### src/rtl/fpu_addsub_seq.sv
// Multi-cycle truncating floating-point add/subtract with a start/done handshake.
// Word format {sign, exp, man}: hidden leading one, bias 2^(EXP_W-1)-1, no denormals.
module fpu_addsub_seq #(
    parameter int EXP_W = 10,
    parameter int MAN_W = 21
) (
    input  logic                 clock_100Khz,
    input  logic                 reset,
    input  logic                 start,
    input  logic                 op_sub,
    input  logic [EXP_W+MAN_W:0] Op_A_in,
    input  logic [EXP_W+MAN_W:0] Op_B_in,
    output logic                 busy,
    output logic                 done,
    output logic [EXP_W+MAN_W:0] data_out,
    output logic [3:0]           status_out
);
    localparam logic [EXP_W:0] EXP_MAX   = {1'b0, {EXP_W{1'b1}}};
    localparam logic [EXP_W:0] EXP_ONE   = (EXP_W+1)'(1);
    localparam logic [EXP_W:0] MAX_SHIFT = (EXP_W+1)'(MAN_W + 2);

    typedef enum logic [2:0] {IDLE, SWAP, ALIGN, ADD, NORM, DONE} state_t;
    state_t state;

    logic             sign_x, sign_y, sticky;
    logic [EXP_W:0]   exp_x;
    logic [EXP_W-1:0] exp_y;
    logic [MAN_W:0]   man_x, man_y;
    logic [MAN_W+1:0] sum;
    logic [EXP_W:0]   exp_diff;
    logic             y_larger;

    // exp_x carries one spare bit so a carry-out from the largest exponent is still visible.
    always_comb begin
        exp_diff = exp_x - {1'b0, exp_y};
        y_larger = {exp_y, man_y} > {exp_x[EXP_W-1:0], man_x};
    end

    always_ff @(posedge clock_100Khz or negedge reset) begin
        if (!reset) begin
            state      <= IDLE;
            busy       <= 1'b0;
            done       <= 1'b0;
            data_out   <= '0;
            status_out <= '0;
            sign_x     <= 1'b0;
            sign_y     <= 1'b0;
            sticky     <= 1'b0;
            exp_x      <= '0;
            exp_y      <= '0;
            man_x      <= '0;
            man_y      <= '0;
            sum        <= '0;
        end else begin
            case (state)
                IDLE: begin
                    if (start) begin
                        sign_x <= Op_A_in[EXP_W+MAN_W];
                        exp_x  <= {1'b0, Op_A_in[EXP_W+MAN_W-1:MAN_W]};
                        man_x  <= {1'b1, Op_A_in[MAN_W-1:0]};
                        sign_y <= Op_B_in[EXP_W+MAN_W] ^ op_sub;
                        exp_y  <= Op_B_in[EXP_W+MAN_W-1:MAN_W];
                        man_y  <= {1'b1, Op_B_in[MAN_W-1:0]};
                        sticky <= 1'b0;
                        busy   <= 1'b1;
                        state  <= SWAP;
                    end
                end
                SWAP: begin
                    if (exp_x == '0 || exp_y == '0) begin
                        if (exp_y != '0)
                            data_out <= {sign_y, exp_y, man_y[MAN_W-1:0]};
                        else if (exp_x != '0)
                            data_out <= {sign_x, exp_x[EXP_W-1:0], man_x[MAN_W-1:0]};
                        else
                            data_out <= '0;
                        status_out <= 4'b0001;
                        busy       <= 1'b0;
                        done       <= 1'b1;
                        state      <= DONE;
                    end else begin
                        if (y_larger) begin
                            sign_x <= sign_y;
                            sign_y <= sign_x;
                            exp_x  <= {1'b0, exp_y};
                            exp_y  <= exp_x[EXP_W-1:0];
                            man_x  <= man_y;
                            man_y  <= man_x;
                        end
                        state <= ALIGN;
                    end
                end
                // A gap wider than the mantissa leaves only sticky, so skip the walk.
                ALIGN: begin
                    if (exp_diff == '0) begin
                        state <= ADD;
                    end else if (exp_diff > MAX_SHIFT) begin
                        sticky <= sticky | (|man_y);
                        man_y  <= '0;
                        exp_y  <= exp_x[EXP_W-1:0];
                    end else begin
                        sticky <= sticky | man_y[0];
                        man_y  <= man_y >> 1;
                        exp_y  <= exp_y + 1'b1;
                    end
                end
                ADD: begin
                    if (sign_x == sign_y)
                        sum <= {1'b0, man_x} + {1'b0, man_y};
                    else
                        sum <= {1'b0, man_x} - {1'b0, man_y};
                    state <= NORM;
                end
                NORM: begin
                    if (sum == '0) begin
                        data_out   <= '0;
                        status_out <= 4'b0001;
                        busy       <= 1'b0;
                        done       <= 1'b1;
                        state      <= DONE;
                    end else if (sum[MAN_W+1]) begin
                        sum    <= sum >> 1;
                        sticky <= sticky | sum[0];
                        exp_x  <= exp_x + 1'b1;
                    end else if (sum[MAN_W]) begin
                        if (exp_x >= EXP_MAX) begin
                            data_out   <= {sign_x, {EXP_W{1'b1}}, {MAN_W{1'b0}}};
                            status_out <= {sticky, 2'b01, 1'b0};
                        end else begin
                            data_out   <= {sign_x, exp_x[EXP_W-1:0], sum[MAN_W-1:0]};
                            status_out <= {sticky, 2'b00, !sticky};
                        end
                        busy  <= 1'b0;
                        done  <= 1'b1;
                        state <= DONE;
                    end else if (exp_x <= EXP_ONE) begin
                        data_out   <= {sign_x, {(EXP_W+MAN_W){1'b0}}};
                        status_out <= 4'b1100;
                        busy       <= 1'b0;
                        done       <= 1'b1;
                        state      <= DONE;
                    end else begin
                        sum   <= sum << 1;
                        exp_x <= exp_x - 1'b1;
                    end
                end
                DONE: begin
                    done  <= 1'b0;
                    state <= IDLE;
                end
                default: state <= IDLE;
            endcase
        end
    end
endmodule

### config.mk
export PLATFORM = sky130hd
export DESIGN_NAME = fpu_addsub_seq
export DESIGN_NICKNAME = d
export VERILOG_FILES = /design/src/rtl/fpu_addsub_seq.sv
export SDC_FILE = /design/constraint.sdc
export NUM_CORES = 1
export LEC_CHECK = 0
export BUFFER_PORTS_ARGS = -buffer_cell sky130_fd_sc_hd__buf_4
export CAP_MARGIN = 20
export CORE_ASPECT_RATIO = 1.1
export CORE_MARGIN = 1.5
export CORE_UTILIZATION = 50
export CTS_CLUSTER_DIAMETER = 30
export CTS_CLUSTER_SIZE = 16
export DETAILED_ROUTE_END_ITERATION = 6
export PLACE_DENSITY = 0.76
export SLEW_MARGIN = 0
export SYNTH_ARGS = -nofsm -noshare
export SYNTH_HDL_FRONTEND = slang
export SYNTH_SLANG_ARGS = --single-unit
### constraint.sdc
create_clock -name clock_100Khz -period 3.74 [get_ports clock_100Khz]
set_input_delay 0 -clock clock_100Khz [delete_from_list [all_inputs] [get_ports clock_100Khz]]
set_output_delay 0 -clock clock_100Khz [all_outputs]
set_load 0.02 [all_outputs]
==> impl_metrics.toml <==
[outcome]
status = "finished, violations left"
failed_checks = "design-rule violations"

[timing]
final_worst_path_period_need_ns = 3.57
rsz0062_at_grt = "no"
worst_rel_slew_slack = 0.422
finalMaxSlewViolations = 0
finClkSkew_ns = 0.00978
finalHoldViolCount = 0
timing.final.crit_share = 0.954
max_freq_ghz = 0.280
worst_pin_slew_ns = 0.867
tns_ns = 0
setup-violations-final = 0

[detailed_routing]
vias = 10900
wl_per_cell_um = 19.8
drt_first_pass_iters = 7
routed_wire_length_mm = 33.8
detail_route.drc_violations = 3
violation_count_after_the_first_detailed_routing_iteration = 1618
detail-route-antenna-nets = 0
avgViaCountPerCell = 6.37

[clock_network]
clkTransAtPathRegs_ns = 0.06
clock_latency_ns = 0.43
cts_max_level = 4
clock_sinks = 132
clock_tree.root_cell = "clkbuf_16"
cts.path.max_buffers = 2
total_clock_buffers_created_by_cts = 17
tritoncts = "done"

[cells_and_area]
mostFrequentLayoutCells = "buf_4 (169), nand2_1 (159), dfrtp_1 (131)"
multi_input_area_mm2 = 0.00662
antenna_cells = 0
drive_above_1_share = 0.176
finalNetCount = 1582
regArea_mm2 = 0.00330
layout-area-overhead-vs-synth_pct = 25.0
post_layout_nonfiller_instances = 1710
leading_cell_type_in_the_layout_fill_and_taps_excluded = "buf_4"
fillCellCount = 1693

[floorplanning]
design.portCount = 106
fp.coreArea_mm2 = 0.0206
die_area_mm2 = 0.0218
rows = 55
initial_standard_cell_utilization_of_the_core = 0.509
die_h_um = 155
die_w_um = 141

[worst_setup_path]
ff2ff_path_depth = 14
worst_r2r_startpoint = "man_y[7]"
critPathCaptureType = "register"
required_ns = 4.06
worst-r2r-setup-slack_ns = 0.17
worstPathMaxFanout = 3
worst_ep_arrival_time_ns = 3.89
timing.setup.critical_path_class = "reg -> reg"
worstSetupStartpointType = "register"
rr_endpoint = "sum[20]"

[flow_run]
drv_cap = 0

[hold_path]
hold_end = "exp_y[9]"
worstHoldStart = "Op_B_in[30]"
hold_depth = 4
hold_path.class = "in -> reg"

[synth]
number_of_nets_in_the_synthesized_netlist = 1429
post_synth.cell_area_avg_um2 = 8.13
yosys_register_bits = 132
synth-edff-count = 0
yosysTopAreaCellShare = 0.315
synth-warning-count = 0
synth_area_leaders = "dfrtp_1 (32%), ha_1 (8.5%), nand2_1 (5.7%)"
synth_cells = 1288
synthesis.area_mm2 = 0.0105
synthDominantAreaCellType = "dfrtp_1"
yosys_most_used_dff = "dfrtp_1"
synth_cell_types = 85
asyncSetResetFlopFracSynth = 1.00
synth-seq-area-share = 0.315

[grt]
grtUsageTotal = 0.313
via_count_of_the_first_global_routing_pass = 10000
largest_net_degree_at_the_start_of_global_routing = 63
global_route.overflow_total = 0
antenna_violations_before_repair = 0
grt_pass1_wl_mm = 54.2

[place]
place.gp.congestion = 0.948
cell_count_after_placement = 1614
hpwl_mm = 23.9
port_buffers = 105
==> registers in the layout, summed over array words and instances (netlist names), 3 cells and up <==
register,count
data_out,32
sum,23
man_x,22
man_y,22
exp_x,11
exp_y,10
status_out,4
state,3
==> layout make-up <==
cell class                 count  share of cell area
clock inverter                10              0.0148
multi-input combinational   1002               0.505
tap                          256              0.0245
sequential                   132               0.252
timing repair buffer         235               0.151
clock buffer                  22              0.0362
inverter                      53              0.0152
==> synthesized netlist by cell type, types with 9 or more instances <==
cell type,count
nand2_1,159
dfrtp_1,132
a21oi_1,115
o21ai_0,94
nor2_1,87
clkbuf_1,78
ha_1,71
a31oi_1,56
inv_1,52
xnor2_1,39
a22oi_1,37
a222oi_1,27
xor2_1,24
nand3_1,23
nor3_1,23
a21o_1,16
buf_2,16
and3_1,15
nand4_1,13
o21ai_1,13
nor4_1,11
a221oi_1,10
nand2b_1,10
o31ai_1,10
o211ai_1,9
==> routing by layer <==
metal | up-vias | global-route usage | wire length (µm)
li1 | 5047 | - | -
met1 | 5150 | 0.466 | 15000
met2 | 642 | 0.472 | 14900
met3 | 53 | 0.0508 | 3300
met4 | 0 | 0.0838 | 558
met5 | - | 0 | 0
==> stage by stage <==
step / area (µm²) / hold slack (ns) / util / worst slack (ns)
after detailed placement: 11800 / 0.0329 / 0.572 / 0.0723
after CTS: 13000 / 0.0380 / 0.634 / 0.0437
final: 13100 / 0.0436 / 0.636 / 0.171
after floorplan: 10500 / -0.296 / - / 0.00558
after global placement: 11800 / 0.0288 / 0.572 / 0.133
after global routing: 13100 / 0.0612 / 0.636 / 0.00666
==> cell families (layout without fill, tap and decap cells) <==
group / after synthesis / after routing / synth area share
xor+xnor: 63 / 63 / 0.0527
simple gates: 395 / 395 / 0.180
compound gates: 458 / 458 / 0.287
buf+inv: 154 / 320 / 0.0614
flops: 132 / 132 / 0.315
fa+ha+maj: 73 / 73 / 0.0886
mux: 13 / 13 / 0.0148
==> how the worst max path moves through the flow <==
stage               startpoint  slack [ns]       to  cells after the start
CTS                   man_y[9]        0.04  sum[20]                     14
floorplan             man_y[9]       0.006  sum[20]                     15
global placement        sign_y        0.13  sum[20]                     13
detailed placement    man_y[9]        0.07  sum[20]                     14
global route            sign_y       0.007  sum[20]                     13
finish                man_y[7]        0.17  sum[20]                     14
==> critical path: stages, from the launching register on <==
cell and delay (ns):
dfrtp_1 0.38, or4_4 0.57, nor3_4 0.16, nor3b_4 0.26
a21oi_2 0.09, xor2_1 0.14, ha_1 0.30, a21o_1 0.19
a21o_1 0.18, a21o_1 0.18, a21oi_2 0.15, o21bai_1 0.08
a311o_1 0.28, a31o_2 0.24, mux2_2 0.25
==> what timing repair did <==
item | 4_1_cts | 5_1_grt
hold buffers | 60 | 0
hold endpoints to repair | 119 | 0
resized for setup | 0 | 6
endpoints found under the setup margin | 0 | 3
setup buffers | 0 | 4
Power is not shown: default switching activity piles up to over one toggle a cycle in this logic, so the estimate is an artifact.
